--- config.mk ---
export PLATFORM = sky130hd
export DESIGN_NAME = nco_phase_sine_flat
export DESIGN_NICKNAME = d
export VERILOG_FILES = /design/src/rtl/nco_phase_sine_if.sv /design/src/rtl/nco_phase_sine.sv /design/src/flat_wrapper.sv
export SDC_FILE = /design/constraint.sdc
export NUM_CORES = 1
export LEC_CHECK = 0
export ABC_CLOCK_PERIOD_IN_PS = 4400
export CELL_PAD_IN_SITES_DETAIL_PLACEMENT = 1
export CELL_PAD_IN_SITES_GLOBAL_PLACEMENT = 1
export CORE_ASPECT_RATIO = 1.75
export CORE_MARGIN = 2
export CORE_UTILIZATION = 46
export CTS_CLUSTER_SIZE = 28
export DETAILED_ROUTE_END_ITERATION = 10
export PLACE_DENSITY = 0.89
export RECOVER_POWER = 100
export SLEW_MARGIN = 0
export SYNTH_ARGS = -nofsm -noshare
export SYNTH_HDL_FRONTEND = slang
export SYNTH_SLANG_ARGS = --single-unit
--- constraint.sdc ---
create_clock -name clk_in -period 4.4 [get_ports clk_in]
set_clock_uncertainty 0.15 [all_clocks]
set_input_delay 0.88 -clock clk_in [delete_from_list [all_inputs] [get_ports clk_in]]
set_output_delay 0.88 -clock clk_in [all_outputs]
set_load 0.005 [all_outputs]
--- src/rtl/nco_phase_sine_if.sv ---
// Tuning-word handshake, divided sample clock and sample outputs of the NCO core.
// master drives the tuning word and sample clock; slave is the NCO itself.
interface nco_phase_sine_if #(
  parameter int PHASE_WIDTH = 24,
  parameter int AMP_WIDTH   = 12
);
  logic                        sample_clk_in;
  logic [PHASE_WIDTH-1:0]      ftw_in;
  logic                        ftw_valid;
  logic                        ftw_ready;
  logic [PHASE_WIDTH-1:0]      phase_out;
  logic signed [AMP_WIDTH-1:0] sine_out;
  logic                        sine_valid;

  modport master (
    output sample_clk_in, ftw_in, ftw_valid,
    input  ftw_ready, phase_out, sine_out, sine_valid
  );

  modport slave (
    input  sample_clk_in, ftw_in, ftw_valid,
    output ftw_ready, phase_out, sine_out, sine_valid
  );
endinterface

--- src/rtl/nco_phase_sine.sv ---
// NCO: edge-detected sample clock advances a phase accumulator; quarter-wave LUT gives a signed sine 3 cycles later.
// Optional LUT-address dither with a 16-bit LFSR when NCO_PHASE_DITHER_EN is defined.
module nco_phase_sine #(
  parameter int PHASE_WIDTH    = 24,
  parameter int LUT_ADDR_WIDTH = 8,
  parameter int AMP_WIDTH      = 12
) (
  input  logic            clk_in,
  input  logic            rst,
  nco_phase_sine_if.slave bus
);
  localparam int LUT_DEPTH = 32'd1 << LUT_ADDR_WIDTH;
  localparam int MAG_WIDTH = AMP_WIDTH - 1;
  localparam int TOP_WIDTH = LUT_ADDR_WIDTH + 2;

  typedef logic [PHASE_WIDTH-1:0] phase_t;
  typedef logic [MAG_WIDTH-1:0]   mag_t;

  // Sample i sits at the centre of its bin, so the table never hits zero or needs a duplicate peak.
  function automatic mag_t lut_entry(input int i);
    real amp;
    real ang;
    amp = (2.0 ** (AMP_WIDTH - 1)) - 1.0;
    ang = 3.14159265358979323846 / 2.0 * (real'(i) + 0.5) / (2.0 ** LUT_ADDR_WIDTH);
    return mag_t'($rtoi(amp * $sin(ang) + 0.5));
  endfunction

  mag_t lut_rom [LUT_DEPTH];
  for (genvar g = 0; g < LUT_DEPTH; g++) begin : g_lut
    assign lut_rom[g] = lut_entry(g);
  end

  logic   sample_prev_q, sample_prev_d;
  phase_t phase_q, phase_d;
  phase_t active_ftw_q, active_ftw_d;
  phase_t pending_ftw_q, pending_ftw_d;
  logic   pending_full_q, pending_full_d;
  logic   sample_event;
  logic   ftw_take;

  logic   stage1_valid_q, stage1_valid_d;
  logic   stage2_valid_q, stage2_valid_d;
  mag_t   lut_mag_q, lut_mag_d;
  logic   negate_q, negate_d;
  logic   sine_valid_q, sine_valid_d;
  logic signed [AMP_WIDTH-1:0] sine_out_q, sine_out_d;
  logic signed [AMP_WIDTH-1:0] sine_mag;

  logic [TOP_WIDTH-1:0]      lut_top;
  logic [1:0]                quadrant;
  logic [LUT_ADDR_WIDTH-1:0] lut_idx;

  // A pending word is only consumed by an event; a capture in the same cycle waits for the next one.
  always_comb begin
    sample_event   = bus.sample_clk_in & ~sample_prev_q;
    ftw_take       = bus.ftw_valid & ~pending_full_q;
    sample_prev_d  = bus.sample_clk_in;
    phase_d        = phase_q;
    active_ftw_d   = active_ftw_q;
    pending_ftw_d  = pending_ftw_q;
    pending_full_d = pending_full_q;
    if (sample_event) begin
      if (pending_full_q) begin
        phase_d        = phase_q + pending_ftw_q;
        active_ftw_d   = pending_ftw_q;
        pending_full_d = 1'b0;
      end else begin
        phase_d        = phase_q + active_ftw_q;
      end
    end else begin
      phase_d = phase_q;
    end
    if (ftw_take) begin
      pending_ftw_d  = bus.ftw_in;
      pending_full_d = 1'b1;
    end else begin
      pending_ftw_d  = pending_ftw_q;
    end
  end

`ifdef NCO_PHASE_DITHER_EN
  localparam int LOW_WIDTH   = PHASE_WIDTH - TOP_WIDTH;
  localparam int DITHER_W    = (LOW_WIDTH < 16) ? LOW_WIDTH : 16;
  localparam logic [15:0] DITHER_MASK = 16'((32'd1 << DITHER_W) - 32'd1);

  logic [15:0]          lfsr_q, lfsr_d;
  logic [LOW_WIDTH-1:0] dither_low;
  logic                 dither_carry;

  // Only the carry of the dither into the LUT-address bits matters, so no full-width sum is built.
  always_comb begin
    if (sample_event) begin
      lfsr_d = {lfsr_q[14:0], lfsr_q[15] ^ lfsr_q[13] ^ lfsr_q[12] ^ lfsr_q[10]};
    end else begin
      lfsr_d = lfsr_q;
    end
    dither_low   = LOW_WIDTH'(lfsr_q & DITHER_MASK);
    dither_carry = (dither_low > ~phase_q[LOW_WIDTH-1:0]);
    lut_top      = phase_q[PHASE_WIDTH-1 -: TOP_WIDTH] + {{(TOP_WIDTH-1){1'b0}}, dither_carry};
  end

  always_ff @(posedge clk_in or posedge rst) begin
    if (rst) begin
      lfsr_q <= 16'hACE1;
    end else begin
      lfsr_q <= lfsr_d;
    end
  end
`else
  always_comb begin
    lut_top = phase_q[PHASE_WIDTH-1 -: TOP_WIDTH];
  end
`endif

  // Quarter-wave fold: odd quadrants mirror the index, the upper half-cycle negates.
  always_comb begin
    quadrant       = lut_top[TOP_WIDTH-1 -: 2];
    if (quadrant[0]) begin
      lut_idx = ~lut_top[LUT_ADDR_WIDTH-1:0];
    end else begin
      lut_idx = lut_top[LUT_ADDR_WIDTH-1:0];
    end
    stage1_valid_d = sample_event;
    stage2_valid_d = stage1_valid_q;
    sine_valid_d   = stage2_valid_q;
    if (stage1_valid_q) begin
      lut_mag_d = lut_rom[lut_idx];
      negate_d  = quadrant[1];
    end else begin
      lut_mag_d = lut_mag_q;
      negate_d  = negate_q;
    end
    sine_mag = {1'b0, lut_mag_q};
    if (stage2_valid_q) begin
      sine_out_d = negate_q ? -sine_mag : sine_mag;
    end else begin
      sine_out_d = sine_out_q;
    end
  end

  always_ff @(posedge clk_in or posedge rst) begin
    if (rst) begin
      sample_prev_q  <= 1'b1;
      phase_q        <= '0;
      active_ftw_q   <= '0;
      pending_ftw_q  <= '0;
      pending_full_q <= 1'b0;
      stage1_valid_q <= 1'b0;
      stage2_valid_q <= 1'b0;
      lut_mag_q      <= '0;
      negate_q       <= 1'b0;
      sine_valid_q   <= 1'b0;
      sine_out_q     <= '0;
    end else begin
      sample_prev_q  <= sample_prev_d;
      phase_q        <= phase_d;
      active_ftw_q   <= active_ftw_d;
      pending_ftw_q  <= pending_ftw_d;
      pending_full_q <= pending_full_d;
      stage1_valid_q <= stage1_valid_d;
      stage2_valid_q <= stage2_valid_d;
      lut_mag_q      <= lut_mag_d;
      negate_q       <= negate_d;
      sine_valid_q   <= sine_valid_d;
      sine_out_q     <= sine_out_d;
    end
  end

  assign bus.ftw_ready  = ~pending_full_q;
  assign bus.phase_out  = phase_q;
  assign bus.sine_out   = sine_out_q;
  assign bus.sine_valid = sine_valid_q;
endmodule

--- src/flat_wrapper.sv ---
// flat-port wrapper written by rule: the top's interface ports become plain ports
module nco_phase_sine_flat 
#(
  parameter int PHASE_WIDTH    = 24,
  parameter int LUT_ADDR_WIDTH = 8,
  parameter int AMP_WIDTH      = 12
)
  (clk_in, rst, bus_sample_clk_in, bus_ftw_in, bus_ftw_valid, bus_ftw_ready, bus_phase_out, bus_sine_out, bus_sine_valid);
  nco_phase_sine_if #(.PHASE_WIDTH(PHASE_WIDTH), .AMP_WIDTH(AMP_WIDTH)) bus_i ();
  input  logic clk_in;
  input  logic rst;
  input wire logic [$bits(bus_i.sample_clk_in)-1:0] bus_sample_clk_in;
  input wire logic [$bits(bus_i.ftw_in)-1:0] bus_ftw_in;
  input wire logic [$bits(bus_i.ftw_valid)-1:0] bus_ftw_valid;
  output wire logic [$bits(bus_i.ftw_ready)-1:0] bus_ftw_ready;
  output wire logic [$bits(bus_i.phase_out)-1:0] bus_phase_out;
  output wire logic [$bits(bus_i.sine_out)-1:0] bus_sine_out;
  output wire logic [$bits(bus_i.sine_valid)-1:0] bus_sine_valid;
  assign bus_i.sample_clk_in = bus_sample_clk_in;
  assign bus_i.ftw_in = bus_ftw_in;
  assign bus_i.ftw_valid = bus_ftw_valid;
  assign bus_ftw_ready = bus_i.ftw_ready;
  assign bus_phase_out = bus_i.phase_out;
  assign bus_sine_out = bus_i.sine_out;
  assign bus_sine_valid = bus_i.sine_valid;
  nco_phase_sine #(.PHASE_WIDTH(PHASE_WIDTH), .LUT_ADDR_WIDTH(LUT_ADDR_WIDTH), .AMP_WIDTH(AMP_WIDTH)) u_core (.clk_in(clk_in), .rst(rst), .bus(bus_i));
endmodule
==> run_results.csv, run 1 <==
group,metric,value,unit
synthesis,synth_nets,1360,
place,numPortBuffers,65,
synthesis,syn_area,10400,sq um
finish,drive_above_1_share,14.78,%
setup_path,r2r_start,"u_core.bus.phase_out[16]",
floorplanning,die-area,23870,sq um
status,violations,"capacitance limit, slew limit",
grt,track_usage,49.87,%
grt,grt_max_degree,105,
floorplanning,rows,72,
cts,tritoncts.num_buffers,9,
flow_run,cap_violations,4,
cts,htree_levels,3,
sta,max_freq,234.9,MHz
cts,worstSkewPairLatency,390,ps
status,status,"finished, violations left",
finish,final_util,52.61,%
cts,holdBufCountCts,0,
setup_path,cp-startpoint,"u_core.bus.phase_out[16]",
setup_path,reg2reg_depth,6,
floorplanning,core-area,22160,sq um
sta,hold_viol_final,0,
cts,cts_num_sinks,101,
sta,setup_violations,0,
place,pre_cts_ws,547.8,ps
cts,clock_path_buffers,2,
route,first_pass_iters,6,
sta,rsz0062_at_grt,"no",
sta,period_share,96.74,%
place,dp_hpwl,42.71,mm
setup_path,required,4560,ps
synthesis,ys_warn_count,0,
cts,clk_pin_slew,80,ps
floorplanning,ios,66,
route,routedWlPerCell,36.23,um
setup_path,start_kind,"flip-flop",
route,drcViolationCount,0,
place,place_congestion,1.116,
synthesis,synth_seq_cells,101,
setup_path,arrival,4410,ps
grt,use_met1,47.88,%
synthesis,synthTopCellsByArea,"dfrtp_1, mux2_2, a21oi_1",
sta,min_period,4256,ps
grt,grt_overflow_total,0,
synthesis,synth-edff-count,0,
grt,busiest_layer,"met2",
synthesis,synth-async-reset-ratio,100.0,%
synthesis,synthCells,1293,
route,num_vias,12031,
cts,ctsRootBufferMaster,"clkbuf_16",
setup_path,critical_path_class,"reg -> reg",
route,drt-initial-drc-count,1351,
synthesis,yosys.area.top_type_share,24.07,%
grt,grt_pass1_wl,86.46,mm
worst_hold_path,min_path_cells,1,
worst_hold_path,worstHoldStart,"u_core.active_ftw_q[2]",
synthesis,ys_types,104,
setup_path,cp-end-kind,"flip-flop",
route,wl,59.30,mm
grt,grt_pass1_vias,12759,
floorplanning,initial_core_util,46.91,%
grt,antenna_found_initial,4,
synthesis,synthFlopType,"dfrtp_1",
sta,setup_tns,0,ps
finish,syn2layout_area_growth,12.14,%
setup_path,crit_fanout,104,
route,ant_nets,0,
grt,grtUsageMet3,16.26,%
floorplanning,die_x,117.6,um
sta,drv_slew,111,
grt,use_met2,80.46,%
worst_hold_path,holdCritPathClass,"reg -> reg",
synthesis,synth_top_cell_by_area,"dfrtp_1",
synthesis,yosysMostFrequentCell,"nand2_1",
finish,nFillCells,2705,
route,avgViaCountPerCell,7.349,
synthesis,synth_common_cells,"nand2_1, a21oi_1, dfrtp_1, o21ai_0, nor2_1",
cts,cts_tree,"done",
synthesis,ys_seq_area_share,24.32,%
sta,worst_pin_slew,2101,ps
sta,slew_headroom,-40.04,%
synthesis,syn_avg_cell_area,8.040,sq um
sta,setup_ws,143.6,ps
finish,nNetsFinal,1402,
floorplanning,die_height,202.9,um
what timing repair did:
action,4_1_cts,5_1_grt
buffers inserted,0,0
resized for setup,0,2
setup endpoints to repair,0,1
worst max-delay path, stage by stage (launching register included):
cell and delay [ps]:
dfrtp_1 1200, buf_12 420, inv_2 370, o21ai_0 1060, nor3_1 110, or4_1 550, o211ai_1 110
cell usage in the layout, fill, tap and decap left out, drive strengths merged, types with 7 or more instances in the layout:
cell,instances
a2111oi,11
a211oi,23
a21o,14
a21oi,106
a221oi,11
a22oi,14
a31oi,20
and2,12
and3,7
buf,66
clkbuf,21
clkdlybuf4s50,32
dfrtp,100
dlygate4sd3,33
ha,38
inv,27
mux2,74
mux2i,14
nand2,121
nand2b,36
nand3,28
nand4,7
nor2,87
nor2b,33
nor3,44
nor3b,8
o2111ai,7
o211ai,20
o21a,8
o21ai,112
o221ai,12
o22ai,29
o31ai,10
or3,11
xnor2,17
xor2,23
sequential cells by signal, summed over array words and instances, names as in the netlist:
name                   count
u_core.active_ftw_q       24
u_core.bus.phase_out      24
u_core.bus.sine_out       12
u_core.bus.sine_valid      1
u_core.lut_mag_q          11
u_core.negate_q            1
u_core.pending_ftw_q      24
u_core.pending_full_q      1
u_core.sample_prev_q       1
u_core.sine_valid_d        1
u_core.stage1_valid_q      1
path summary, 6_finish.rpt:
| check | slack, ps | end |
|---|---|---|
| worst max-delay path | 140 | u_core.lut_mag_q[1] |
| worst min-delay path | 370 | u_core.active_ftw_q[2] |
| worst max register to register | 140 | u_core.lut_mag_q[1] |
| worst min register to register | 370 | u_core.active_ftw_q[2] |
| max in group asynchronous | 1310 | u_core.lut_mag_q[0] |
| min in group asynchronous | 1040 | u_core.active_ftw_q[2] |
stage by stage:
stage	cell area (sq um)	hold slack, ps	std cells
3_3_place_gp	11450	332.5	1620
2_1_floorplan	10400	201.9	1293
3_5_place_dp	11450	349.2	1620
5_1_grt	11660	387.9	1637
4_1_cts	11740	368.1	1636
6_report	11660	369.6	1637
metal layers:
metal  vias to the layer above  wire length, um
li1                       4898                -
met1                      5813            18140
met2                       882            27350
met3                       432             5806
met4                         6             7963
met5                         -               42
cell families after synthesis:
logic type      Yosys count  synth area share (%)
mux                      91                 10.05
buf+inv                 139                 7.029
fa+ha+maj                39                 4.766
flops                   101                 24.32
compound gates          458                 29.81
xor+xnor                 40                 3.659
simple gates            425                 20.36
cell type report:
cell class / count / area [sq um] / area share (%)
repair buffers: 143 / 1232 / 10.57
well taps: 296 / 370.4 / 3.177
flip-flops and latches: 101 / 2537 / 21.76
inverters: 27 / 102.6 / 0.8800
clock buffers: 9 / 225.2 / 1.932
diodes: 1 / 2.502 / 0.02146
multi-input cells: 1053 / 7119 / 61.06
clock inverters: 7 / 68.82 / 0.5903
Power of run 1 is not shown: default switching activity piles up to over one toggle a cycle in this logic, so the estimate is an artifact.
==> run 2, diff against run 1 <==
--- a/config.mk
+++ b/config.mk
@@ -13,7 +13,7 @@
 export CORE_UTILIZATION = 46
 export CTS_CLUSTER_SIZE = 28
 export DETAILED_ROUTE_END_ITERATION = 10
-export PLACE_DENSITY = 0.89
+export PLACE_DENSITY_LB_ADDON = 0.1
 export RECOVER_POWER = 100
 export SLEW_MARGIN = 0
 export SYNTH_ARGS = -nofsm -noshare
==> run_results.csv, run 2 (synthesis results as in run 1) <==
group,metric,value,unit
finish,final_util,52.02,%
cts,clock_path_buffers,2,
floorplanning,die_x,117.6,um
setup_path,path_cells,"clkbuf_1 -> ha_1 -> and4_1 -> a221oi_1 -> o221ai_1 -> a21oi_1 -> o21ai_0 -> xnor2_1 -> o21ai_0",
cts,postCtsSetupBuffers,0,
finish,multi_input_area,7094,sq um
finish,final_cell_mix,"nand2_1, a21oi_1, dfrtp_1, o21ai_0, nor2_1",
place,place_congestion,1.136,
floorplanning,ios,66,
sta,max_freq,235.2,MHz
sta,drv_slew,174,
finish,final_common_cell,"nand2_1",
sta,period_share,96.61,%
sta,setup_violations,0,
cts,cts_repair_resize_count,0,
setup_path,start_kind,"flip-flop",
grt,antenna_found_initial,6,
floorplanning,rows,72,
status,status,"finished, violations left",
setup_path,crit_fanout,21,
setup_path,cp-end-kind,"flip-flop",
finish,drive_above_1_share,13.92,%
route,routedWlPerCell,36.40,um
floorplanning,core-area,22160,sq um
place,dp_hpwl,42.47,mm
setup_path,cp_common_cell,"o21ai_0",
worst_hold_path,holdCritPathClass,"reg -> reg",
flow_run,cap_violations,5,
grt,grt_pass1_vias,12540,
finish,ff_latch_area,2537,sq um
cts,htree_levels,3,
setup_path,critPathBufInv,1,
setup_path,crit_slowest_cell,"clkbuf_1",
place,numPortBuffers,65,
finish,nNetsFinal,1391,
cts,tritoncts.num_buffers,9,
cts,cts_num_sinks,101,
floorplanning,die_height,202.9,um
finish,syn2layout_area_growth,10.88,%
route,wl,59.19,mm
cts,worstSkewPairLatency,400,ps
setup_path,arrival,4270,ps
route,first_pass_iters,7,
setup_path,critical_path_class,"reg -> reg",
grt,grt_pass1_wl,85.87,mm
route,num_vias,11969,
setup_path,path_delay_family,"buffers and inverters",
setup_path,required,4420,ps
grt,grt_max_degree,77,
sta,setup_ws,149.1,ps
route,ant_nets,0,
route,drt-initial-drc-count,1271,
grt,grt_overflow_total,0,
sta,rsz0062_at_grt,"no",
grt,track_usage,49.66,%
sta,slew_headroom,-34.37,%
finish,nFillCells,2697,
status,violations,"capacitance limit, slew limit",
cts,cts_tree,"done",
setup_path,max_stage_delay,1260,ps
cts,ctsRootBufferMaster,"clkbuf_16",
place,pre_cts_ws,520.5,ps
floorplanning,initial_core_util,46.91,%
sta,setup_tns,0,ps
route,drcViolationCount,0,
sta,min_period,4251,ps
cts,holdBufCountCts,0,
sta,worst_pin_slew,2016,ps
sta,hold_viol_final,0,
cts,clk_pin_slew,80,ps
route,avgViaCountPerCell,7.361,
floorplanning,die-area,23870,sq um
[run 2: cell count changes in the layout (fill, tap and decap cells not counted), sizes merged]
| cell | previous run | this run |
|---|---|---|
| buf | 66 | 58 |
| clkbuf | 21 | 20 |
| clkdlybuf4s50 | 32 | 31 |
| clkinv | 5 | 2 |
| clkinvlp | 2 | 1 |
| dlygate4sd3 | 33 | 34 |
| inv | 27 | 29 |
[run 2: final timing paths]
check / startpoint / endpoint / slack, ps / depth (start not counted)
setup / recovery: u_core.bus.phase_out[14] / u_core.bus.phase_out[22] / 150 / 9
max in group asynchronous: rst / u_core.bus.phase_out[16] / 1540 / 2
min in group asynchronous: rst / u_core.pending_ftw_q[1] / 1300 / 2
hold reg to reg: u_core.active_ftw_q[13] / u_core.active_ftw_q[13] / 360 / 1
setup reg to reg: u_core.bus.phase_out[14] / u_core.bus.phase_out[22] / 150 / 9
hold / removal: u_core.active_ftw_q[13] / u_core.active_ftw_q[13] / 360 / 1
[run 2: layer usage]
metal  vias to the layer above  wire length (um)  GRT usage (%)
met3                       453              6058          17.92
met5                         -                57              0
li1                       4879                 -              -
met1                      5793             18150          47.78
met4                         8              7563          50.17
met2                       836             27360          80.02
[run 2: worst register-to-register path: stages, from the launching register on]
cell	delay, ps
dfrtp_1	380
clkbuf_1	1260
ha_1	510
and4_1	260
a221oi_1	410
o221ai_1	310
a21oi_1	240
o21ai_0	170
xnor2_1	210
o21ai_0	130
[run 2: per-stage QoR]
step	instances	hold WS, ps	cell area, sq um
global route	1625	374.5	11520
detailed placement	1608	344.6	11330
CTS	1624	360.8	11600
global placement	1608	332.5	11330
finish	1626	362.1	11530
floorplan	1293	201.9	10400
[run 2: area by class of cell]
class / count / area share, %
repair buffers: 132 / 9.942
clock buffers: 11 / 2.019
clock inverters: 5 / 0.3690
inverters: 27 / 0.8792
flip-flops and latches: 101 / 22.01
well taps: 296 / 3.213
diodes: 1 / 0.02171
multi-input cells: 1053 / 61.54
Power of run 2 is left out for the same reason.
